## src/rtl/cnn_div_pkg.sv

```systemverilog
// Shared constants and types for the sequential signed divider.
// Provides operand/result widths, the quotient clip limits (as signed
// results and as unsigned magnitude thresholds), the FSM state type and
// the iteration counter width.
package cnn_div_pkg;

  localparam int DIVIDEND_WIDTH = 23;
  localparam int DIVISOR_WIDTH  = 14;
  localparam int QUOTIENT_WIDTH = 9;

  localparam int QMAX_INT = 2 ** (QUOTIENT_WIDTH - 1) - 1;
  localparam int QMIN_INT = -(2 ** (QUOTIENT_WIDTH - 1));

  localparam logic signed [QUOTIENT_WIDTH-1:0] QMAX = QUOTIENT_WIDTH'(QMAX_INT);
  localparam logic signed [QUOTIENT_WIDTH-1:0] QMIN = QUOTIENT_WIDTH'(QMIN_INT);

  // Largest quotient magnitudes that still fit once the sign is applied.
  localparam logic [DIVIDEND_WIDTH-1:0] POS_MAG_LIM = DIVIDEND_WIDTH'(QMAX_INT);
  localparam logic [DIVIDEND_WIDTH-1:0] NEG_MAG_LIM = DIVIDEND_WIDTH'(-QMIN_INT);

  localparam int CNT_WIDTH = $clog2(DIVIDEND_WIDTH);
  localparam logic [CNT_WIDTH-1:0] CNT_INIT = CNT_WIDTH'(DIVIDEND_WIDTH - 1);

  typedef enum logic [1:0] {
    IDLE,
    CALC,
    DONE
  } state_t;

endpackage

```

## src/rtl/cnn_div_seq_23s_14s_sat.sv

```systemverilog
// Sign-apply and clip stage for the divider quotient.
// Ports:
//   mag  - unsigned quotient magnitude from the restoring loop
//   neg  - quotient sign (1 = negative)
//   q    - signed quotient clipped to [QMIN, QMAX]
//   ovf  - high when the clip changed the value
module cnn_div_seq_23s_14s_sat
  import cnn_div_pkg::*;
(
  input  logic [DIVIDEND_WIDTH-1:0]        mag,
  input  logic                             neg,
  output logic signed [QUOTIENT_WIDTH-1:0] q,
  output logic                             ovf
);

  // The negative range reaches one further than the positive range, so a
  // magnitude of exactly 256 becomes -256 without being flagged.
  always_comb begin
    q   = '0;
    ovf = 1'b0;
    if (neg) begin
      if (mag > NEG_MAG_LIM) begin
        q   = QMIN;
        ovf = 1'b1;
      end else begin
        q = -mag[QUOTIENT_WIDTH-1:0];
      end
    end else begin
      if (mag > POS_MAG_LIM) begin
        q   = QMAX;
        ovf = 1'b1;
      end else begin
        q = mag[QUOTIENT_WIDTH-1:0];
      end
    end
  end

endmodule

```

## src/rtl/cnn_div_seq_23s_14s.sv

```systemverilog
// Sequential signed divider: 23-bit signed dividend / 14-bit signed divisor,
// radix-2 restoring, one quotient bit per cycle.
// Ports:
//   ap_clk, ap_rst          - clock and synchronous active-high reset
//   in_valid/in_ready       - operand handshake (dividend, divisor)
//   out_valid/out_ready     - result handshake
//   quotient                - signed, truncated toward zero, saturated
//   remainder               - signed, carries the dividend's sign
//   ovf                     - quotient was clipped (nonzero divisor)
//   dbz                     - divisor was zero
module cnn_div_seq_23s_14s
  import cnn_div_pkg::*;
(
  input  logic                             ap_clk,
  input  logic                             ap_rst,
  input  logic                             in_valid,
  output logic                             in_ready,
  input  logic signed [DIVIDEND_WIDTH-1:0] dividend,
  input  logic signed [DIVISOR_WIDTH-1:0]  divisor,
  output logic                             out_valid,
  input  logic                             out_ready,
  output logic signed [QUOTIENT_WIDTH-1:0] quotient,
  output logic signed [DIVISOR_WIDTH-1:0]  remainder,
  output logic                             ovf,
  output logic                             dbz
);

  state_t                    state;
  logic [CNT_WIDTH-1:0]      cnt;
  logic [DIVIDEND_WIDTH-1:0] dvd;
  logic [DIVISOR_WIDTH-1:0]  dsr;
  logic [DIVISOR_WIDTH-1:0]  rem;
  logic                      sign_q;
  logic                      sign_r;

  logic [DIVIDEND_WIDTH-1:0] neg_dividend;
  logic [DIVISOR_WIDTH-1:0]  neg_divisor;
  logic [DIVIDEND_WIDTH-1:0] abs_dividend;
  logic [DIVISOR_WIDTH-1:0]  abs_divisor;

  logic [DIVISOR_WIDTH:0]    pr;
  logic                      take;
  logic [DIVISOR_WIDTH-1:0]  rem_next;
  logic [DIVIDEND_WIDTH-1:0] dvd_next;

  logic signed [QUOTIENT_WIDTH-1:0] sat_q;
  logic                             sat_ovf;

  // Two's complement negation of the most negative operand yields exactly
  // 2^(W-1), which is the correct magnitude when read as unsigned.
  assign neg_dividend = -dividend;
  assign neg_divisor  = -divisor;
  assign abs_dividend = dividend[DIVIDEND_WIDTH-1] ? neg_dividend : dividend;
  assign abs_divisor  = divisor[DIVISOR_WIDTH-1]   ? neg_divisor  : divisor;

  // The dividend register doubles as the quotient register: each step shifts
  // the next dividend bit out of the top and the new quotient bit into the
  // bottom. Because the partial remainder is always below |divisor|, the
  // subtraction result fits in the low DIVISOR_WIDTH bits.
  always_comb begin
    pr       = {rem, dvd[DIVIDEND_WIDTH-1]};
    take     = (pr >= {1'b0, dsr});
    rem_next = take ? (pr[DIVISOR_WIDTH-1:0] - dsr) : pr[DIVISOR_WIDTH-1:0];
    dvd_next = {dvd[DIVIDEND_WIDTH-2:0], take};
  end

  cnn_div_seq_23s_14s_sat u_sat (
    .mag (dvd_next),
    .neg (sign_q),
    .q   (sat_q),
    .ovf (sat_ovf)
  );

  // Control FSM and datapath registers. Results are registered on the final
  // iteration so they appear together with out_valid. in_ready is held low
  // on the cycle following a reset edge and otherwise tracks IDLE.
  always_ff @(posedge ap_clk) begin
    if (ap_rst) begin
      state     <= IDLE;
      cnt       <= '0;
      dvd       <= '0;
      dsr       <= '0;
      rem       <= '0;
      sign_q    <= 1'b0;
      sign_r    <= 1'b0;
      in_ready  <= 1'b0;
      out_valid <= 1'b0;
      quotient  <= '0;
      remainder <= '0;
      ovf       <= 1'b0;
      dbz       <= 1'b0;
    end else begin
      case (state)
        IDLE: begin
          if (in_ready && in_valid) begin
            dvd      <= abs_dividend;
            dsr      <= abs_divisor;
            rem      <= '0;
            sign_q   <= dividend[DIVIDEND_WIDTH-1] ^ divisor[DIVISOR_WIDTH-1];
            sign_r   <= dividend[DIVIDEND_WIDTH-1];
            in_ready <= 1'b0;
            if (divisor == '0) begin
              state     <= DONE;
              out_valid <= 1'b1;
              dbz       <= 1'b1;
              ovf       <= 1'b0;
              remainder <= '0;
              if (dividend == '0)
                quotient <= '0;
              else if (dividend[DIVIDEND_WIDTH-1])
                quotient <= QMIN;
              else
                quotient <= QMAX;
            end else begin
              state <= CALC;
              cnt   <= CNT_INIT;
            end
          end else begin
            in_ready <= 1'b1;
          end
        end
        CALC: begin
          rem <= rem_next;
          dvd <= dvd_next;
          cnt <= cnt - CNT_WIDTH'(1);
          if (cnt == '0) begin
            state     <= DONE;
            out_valid <= 1'b1;
            quotient  <= sat_q;
            ovf       <= sat_ovf;
            dbz       <= 1'b0;
            remainder <= sign_r ? -rem_next : rem_next;
          end
        end
        DONE: begin
          if (out_ready) begin
            state     <= IDLE;
            out_valid <= 1'b0;
            in_ready  <= 1'b1;
          end
        end
        default: begin
          state    <= IDLE;
          in_ready <= 1'b0;
        end
      endcase
    end
  end

endmodule

```

## config.mk

```make
export PLATFORM = sky130hd
export DESIGN_NAME = cnn_div_seq_23s_14s
export DESIGN_NICKNAME = d
export VERILOG_FILES = /design/src/rtl/cnn_div_pkg.sv /design/src/rtl/cnn_div_seq_23s_14s_sat.sv /design/src/rtl/cnn_div_seq_23s_14s.sv
export SDC_FILE = /design/constraint.sdc
export NUM_CORES = 1
export LEC_CHECK = 0
export ABC_AREA = 1
export BUFFER_PORTS_ARGS = -buffer_cell sky130_fd_sc_hd__buf_2
export CAP_MARGIN = 20
export CORE_ASPECT_RATIO = 0.8
export CORE_UTILIZATION = 55
export CTS_CLUSTER_SIZE = 20
export DETAILED_ROUTE_END_ITERATION = 10
export HOLD_SLACK_MARGIN = 0.03
export PLACE_DENSITY = 0.76
export SYNTH_ARGS = -nofsm -noshare
export SYNTH_HDL_FRONTEND = slang
export SYNTH_SLANG_ARGS = --single-unit
```

## constraint.sdc

```tcl
create_clock -name ap_clk -period 3.7 [get_ports ap_clk]
set_clock_uncertainty 0.2 [all_clocks]
set_input_delay 0.555 -clock ap_clk [delete_from_list [all_inputs] [get_ports ap_clk]]
set_output_delay 0.555 -clock ap_clk [all_outputs]
set_load 0.1 [all_outputs]
```

==> impl_metrics.py, run 1 <==
metrics = {
    "run_status": {
        "outcome": "complete, no violations",
    },
    "logic_synthesis": {
        "synth_area_um2": 6050,
        "ys_ff_latch": 87,
        "synth_fp_nets": 1017,
        "ys_seq_area_frac": 0.288,
        "synth_cell_types": 45,
        "synth.avg_cell_area_um2": 6.34,
        "postSynthCellCount": 954,
        "synth-async-reset-ratio": 0,
        "synth_edf_count": 0,
        "yosys_warnings": 0,
        "synth_flop_cell": "dfxtp_1",
    },
    "place": {
        "pre_cts_slack_ns": 0.211,
        "dp.cells": 1134,
        "gp_congestion": 0.969,
        "port_buffers": 67,
        "hpwlAfterDp_mm": 12.0,
    },
    "flow_run": {
        "maxCapViolCount": 0,
    },
    "routing": {
        "num_vias": 6355,
        "route.detailed.wl_per_inst_um": 14.4,
        "ant_nets": 0,
        "first_pass_iters": 5,
        "drc": 0,
        "dr.first_iter.drc_count": 617,
        "viasPerCell": 5.51,
        "routed_wl_mm": 16.6,
    },
    "clock_tree": {
        "numCtsBuffers": 9,
        "clk_pin_slew_ns": 0.07,
        "hold_buffers": 0,
        "h-tree-depth": 3,
        "cts_tree": "done",
        "root_buffer": "clkbuf_16",
        "cts.sinks": 87,
        "clk-insertion-delay-late_ns": 0.35,
        "cts_max_path_buffers": 2,
    },
    "power_and_ir_drop": {
        "internal_power_w": 0.00241,
        "leakage_nw": 3.15,
        "power_frac_seq": 0.237,
        "power_frac_clock": 0.203,
        "vdd_drop_max_mv": 0.412,
        "p_total_w": 0.00466,
        "switching_share": 0.482,
        "cellPowerDensity_nw_per_um2": 677,
        "pwr-share-comb": 0.560,
        "p_sw_w": 0.00225,
    },
    "sta": {
        "tns_ns": 0,
        "fin_crit_sh": 0.932,
        "finalMaxSlewViolations": 0,
        "timing.fmax_ghz": 0.290,
        "finalSetupViolCount": 0,
        "timing.final.ws_setup_ns": 0.253,
        "hold_viol": 0,
        "hold_ws_ns": 0.263,
        "tightest_slew_ns": 0.726,
        "relSlewSlack": 0.516,
        "fin_crit_ns": 3.45,
    },
    "layout": {
        "fill_cells": 996,
        "diodes": 0,
        "final_common_cell": "nand2_1",
        "stdcell_count": 1154,
        "fin_nets": 1072,
        "area_delta_synth_final_pct": 13.7,
        "regArea_um2": 1740,
        "layout-drive-gt1-share": 0.155,
        "final_cell_mix": "nand2_1 (265), inv_1 (114), dfxtp_1 (85), nand3_1 (74), nor2_1 (72)",
        "multi_input_area_um2": 3750,
    },
    "worst_setup_path": {
        "arrival_ns": 3.53,
        "critical_path_class": "reg -> reg",
        "start_kind": "register",
        "cp-end-kind": "register",
        "crit_required_ns": 3.78,
        "crit_fanout": 7,
    },
    "grt": {
        "grt_pass1_vias": 5463,
        "grt_use_total": 0.294,
        "grt_max_degree": 68,
        "grt-ovfl-total": 0,
        "antenna_found_initial": 0,
        "grt_pass1_wl_mm": 26.6,
    },
    "floorplanning": {
        "ioPinCount": 68,
        "start_util": 0.577,
        "coreArea_um2": 10500,
        "die_h_um": 95.8,
        "dieArea_um2": 11400,
        "rows": 33,
        "die_w_um": 119,
    },
    "min_path": {
        "holdCritPathClass": "reg -> reg",
    },
}
==> power by group through the flow <==
stage / Combinational, W / Clock [W] / Sequential, W
after floorplan: 0.00191 / 0 / 0.00127
after global placement: 0.00244 / 0 / 0.00112
after detailed placement: 0.00246 / 0 / 0.00112
after CTS: 0.00248 / 0.000953 / 0.00110
after global routing: 0.00288 / 0.000992 / 0.00111
final: 0.00261 / 0.000947 / 0.00110
==> cells in the mapped netlist, types with 8 or more instances <==
library cell / n / area share
nand3_1: 74 / 0.061
o21ai_0: 40 / 0.033
ha_1: 21 / 0.043
clkbuf_1: 31 / 0.019
nand2_1: 268 / 0.17
nand2_2: 12 / 0.012
xor2_1: 13 / 0.019
nand4_1: 15 / 0.016
nor2_1: 74 / 0.046
dfxtp_1: 87 / 0.29
nor3_1: 13 / 0.011
a31oi_1: 26 / 0.027
a21oi_1: 70 / 0.058
nor2_2: 9 / 0.0093
xnor2_1: 9 / 0.013
o211ai_1: 8 / 0.0099
inv_1: 115 / 0.071
==> sequential cells by signal, indices dropped and copies added, names as in the netlist <==
signal and flops:
dsr 14, state 2, ovf 1, cnt 5
out_valid 1, quotient 9, remainder 14, in_ready 1
sign_q 1, dbz 1, dvd 23, rem 14
sign_r 1
==> area by class of cell <==
class,instances,area share
clock buffer,10,0.0348
clock inverter,6,0.00983
inverter,121,0.0664
multi-input combinational,709,0.546
sequential,87,0.254
tap,140,0.0255
timing repair buffer,81,0.0641
==> per-stage QoR <==
step                       util  cell area [µm²]
after floorplan               -             6050
after global placement    0.615             6450
after detailed placement  0.615             6450
after CTS                 0.644             6760
after global routing      0.655             6870
final                     0.655             6870
==> worst max-delay path, stage by stage (launching register included) <==
cell	delay [ns]
dfxtp_1	0.32
inv_1	0.05
ha_1	0.35
nand2_2	0.11
inv_1	0.05
a21oi_2	0.17
nor2_1	0.08
inv_1	0.09
nand3_4	0.09
inv_4	0.10
ha_2	0.19
nand3_1	0.12
nor3_2	0.22
nand2_1	0.09
nor2_2	0.13
nand3_1	0.11
nand2_2	0.13
inv_1	0.09
nor2_4	0.18
nand2_1	0.08
o221ai_1	0.21
nand2_1	0.10
a21oi_1	0.12
==> kinds of logic (layout without fill, tap and decap cells) <==
kind of cell,count (synthesis),in the layout,share of synthesized area
AND/OR/NAND/NOR,492,492,0.361
AO/OA/AOI/OAI,173,173,0.167
buffers and inverters,158,218,0.106
flip-flops,87,87,0.288
adder cells (fa/ha/maj),22,22,0.0468
XOR/XNOR,22,22,0.0319
==> routing by layer <==
metal / global-route usage / up-vias / share of wire
li1: - / 3229 / -
met1: 0.432 / 2869 / 0.50
met2: 0.438 / 235 / 0.42
met3: 0.0545 / 22 / 0.073
met4: 0.0770 / 0 / 0.010
met5: 0 / - / 0
==> final timing paths <==
check	start	cells past startpoint	to	slack (ns)
setup / recovery	dsr[9]$_SDFFE_PP0P_	22	quotient[3]$_SDFFE_PP0P_	0.25
hold / removal	remainder[4]$_SDFFE_PP0P_	2	remainder[4]$_SDFFE_PP0P_	0.26
setup reg to reg	dsr[9]$_SDFFE_PP0P_	22	quotient[3]$_SDFFE_PP0P_	0.25
hold reg to reg	remainder[4]$_SDFFE_PP0P_	2	remainder[4]$_SDFFE_PP0P_	0.26
==> timing repair <==
item | CTS | global route
setup endpoints to repair | 0 | 8
resized for setup | 0 | 20
endpoints found under the hold margin | 0 | 0
setup buffers | 0 | 4
Note: power is estimated with default switching activity, not from simulation.
==> inputs of run 2 (changes only) <==
- PLACE_DENSITY: 0.76 -> 0.75
- SLEW_MARGIN: not set -> 20
- SYNTH_HIERARCHICAL: not set -> 1
==> impl_metrics.py, run 2 <==
metrics = {
    "layout": {
        "diodes": 0,
        "largest_register_ffs": 23,
        "final_common_cell": "nand2_1",
        "stdcell_count": 1201,
        "fin_area_um2": 7070,
        "layout-drive-gt1-share": 0.143,
        "area_delta_synth_final_pct": 12.4,
        "final_cell_mix": "nand2_1 (275), inv_1 (123), nor2_1 (88), dfxtp_1 (87), nand3_1 (86)",
        "regMostFlops": "dvd",
        "fill_cells": 1066,
        "multi_input_area_um2": 3910,
        "fin_nets": 1116,
        "regArea_um2": 1740,
    },
    "floorplanning": {
        "start_util": 0.571,
        "coreArea_um2": 11000,
        "dieArea_um2": 11900,
        "rows": 34,
        "die_w_um": 122,
        "ioPinCount": 68,
        "die_h_um": 97.6,
    },
    "sta": {
        "finalMaxSlewViolations": 0,
        "timing.fmax_ghz": 0.303,
        "fin_crit_ns": 3.30,
        "relSlewSlack": 0.335,
        "fin_crit_sh": 0.892,
        "timing.final.ws_setup_ns": 0.401,
        "finalSetupViolCount": 0,
        "hold_viol": 0,
        "tns_ns": 0,
        "tightest_slew_ns": 0.994,
        "grt_setup_unrepaired": "no",
    },
    "place": {
        "gp_congestion": 0.895,
        "dp.cells": 1185,
        "pre_cts_slack_ns": 0.515,
        "place_area_um2": 6720,
        "hpwlAfterDp_mm": 11.8,
        "port_buffers": 67,
    },
    "logic_synthesis": {
        "yosysMostFrequentCell": "nand2_1",
        "synth_fp_nets": 1063,
        "synth.avg_cell_area_um2": 6.29,
        "ys_ff_latch": 87,
        "ys_seq_area_frac": 0.277,
        "postSynthCellCount": 999,
        "yosysTopAreaCell": "dfxtp_1",
        "synth_area_um2": 6290,
        "synth_cell_types": 48,
        "synth_flop_cell": "dfxtp_1",
        "synth-async-reset-ratio": 0,
        "synth_edf_count": 0,
        "yosys_warnings": 6,
        "synthTopCellsByCount": "nand2_1 (275), inv_1 (123), nor2_1 (90)",
        "yosysTopAreaCellShare": 0.277,
        "yosys-top-cells-area": "dfxtp_1 (28%), nand2_1 (16%), inv_1 (7.3%), nand3_1 (6.8%), a21oi_1 (6.3%)",
    },
    "worst_setup_path": {
        "cp_common_cell": "nand2_2",
        "start_kind": "register",
        "ff2ff_setup_slack_ns": 0.40,
        "arrival_ns": 3.37,
        "crit_path_top_delay_cell": "dfxtp_1",
        "critical_path_class": "reg -> reg",
        "crit_fanout": 19,
        "crit_required_ns": 3.77,
        "cp-end-kind": "register",
        "critPathTopFamily": "simple AND/OR/NAND/NOR gates",
        "crit_buf_inv": 2,
        "max_stage_delay_ns": 0.46,
        "path_cells": "ha_1, nand2_2, inv_1, a21oi_2, nand2_2, nand2_4, nand3_4, inv_1, ha_1, nand2_2, nor2_2, nand3_2, nand2_4, nand3_1, nand2_1, a21oi_1, a21oi_1",
    },
    "grt": {
        "grt_pass1_wl_mm": 27.2,
        "antenna_found_initial": 0,
        "grt_max_degree": 63,
        "grt_use_total": 0.283,
        "grt_pass1_vias": 5724,
        "grt-ovfl-total": 0,
    },
    "power_and_ir_drop": {
        "p_total_w": 0.00512,
        "vdd_drop_max_mv": 0.368,
        "leakage_nw": 3.33,
        "cellPowerDensity_nw_per_um2": 724,
    },
    "clock_tree": {
        "numCtsBuffers": 9,
        "cts_max_path_buffers": 2,
        "cts_tree": "done",
        "root_buffer": "clkbuf_16",
        "post_cts_buffers": 0,
        "cts.sinks": 87,
        "clk-insertion-delay-late_ns": 0.35,
        "clk_pin_slew_ns": 0.07,
        "h-tree-depth": 3,
        "hold_buffers": 0,
        "cts-resized-gates": 0,
    },
    "routing": {
        "drc": 0,
        "viasPerCell": 5.33,
        "routed_wl_mm": 16.0,
        "ant_nets": 0,
        "route.detailed.wl_per_inst_um": 13.3,
        "dr.first_iter.drc_count": 486,
        "first_pass_iters": 5,
        "num_vias": 6401,
    },
    "min_path": {
        "holdCritPathClass": "reg -> reg",
    },
    "flow_run": {
        "maxCapViolCount": 0,
    },
    "run_status": {
        "outcome": "complete, no violations",
    },
}
run 2: cell count changes after synthesis, sizes merged, moves of 4 or more:
cell | previous run | this run
a31oi | 26 | 22
o21ai | 46 | 52
clkbuf | 31 | 27
inv | 119 | 124
nand3 | 78 | 91
a21oi | 74 | 83
xor2 | 13 | 27
o211ai | 8 | 3
nor2 | 85 | 98
nand4 | 15 | 8
or2 | 4 | 10
nor3 | 13 | 8
o221ai | 7 | 1
nand2 | 285 | 296
run 2: power by group:
group	leakage, nW	internal, W	switching [W]
Clock	0.169	0.000670	0.000408
Sequential	0.708	0.00103	0.0000871
Combinational	2.45	0.000937	0.00199
run 2: cells by family after synthesis:
| logic type | count (synthesis) | synth area share |
|---|---|---|
| AND/OR/NAND/NOR | 520 | 0.367 |
| adder cells (fa/ha/maj) | 23 | 0.0470 |
| buffers and inverters | 162 | 0.102 |
| XOR/XNOR | 33 | 0.0460 |
| flip-flops | 87 | 0.277 |
| AO/OA/AOI/OAI | 174 | 0.161 |
run 2: layer usage:
layer / vias to the layer above / share of wire / track usage
met3: 15 / 0.074 / 0.0563
li1: 3335 / - / -
met5: - / 0 / 0
met1: 2831 / 0.51 / 0.418
met2: 220 / 0.41 / 0.417
met4: 0 / 0.010 / 0.0665
run 2: final timing paths:
path                                                 start                    endpoint  cells past startpoint
worst max-delay path                   rem[4]$_SDFFE_PP0P_    quotient[5]$_SDFFE_PP0P_                     17
worst min-delay path            remainder[13]$_SDFFE_PP0P_  remainder[13]$_SDFFE_PP0P_                      2
worst max register to register         rem[4]$_SDFFE_PP0P_    quotient[5]$_SDFFE_PP0P_                     17
worst min register to register  remainder[13]$_SDFFE_PP0P_  remainder[13]$_SDFFE_PP0P_                      2
run 2: worst register-to-register path: cells and delay by family, from the launching register on:
family                     cells  cell delay [ns]
AOI/OAI and AO/OA              3             0.38
adders and majority gates      2             0.63
buffers and inverters          2             0.28
DFF                            1             0.46
and+or+nand+nor               10             1.28
run 2: layout make-up:
class                   count  share of cell area
well taps                 144              0.0255
clock buffers               9              0.0319
inverters                 128              0.0681
flip-flops and latches     87               0.246
repair buffers             76              0.0570
multi-input cells         750               0.553
clock inverters             7              0.0179
run 2: per-stage QoR:
step	hold slack (ns)	util
floorplan	0.254	-
global placement	0.248	0.610
detailed placement	0.252	0.610
CTS	0.262	0.642
global route	0.274	0.642
finish	0.260	0.642
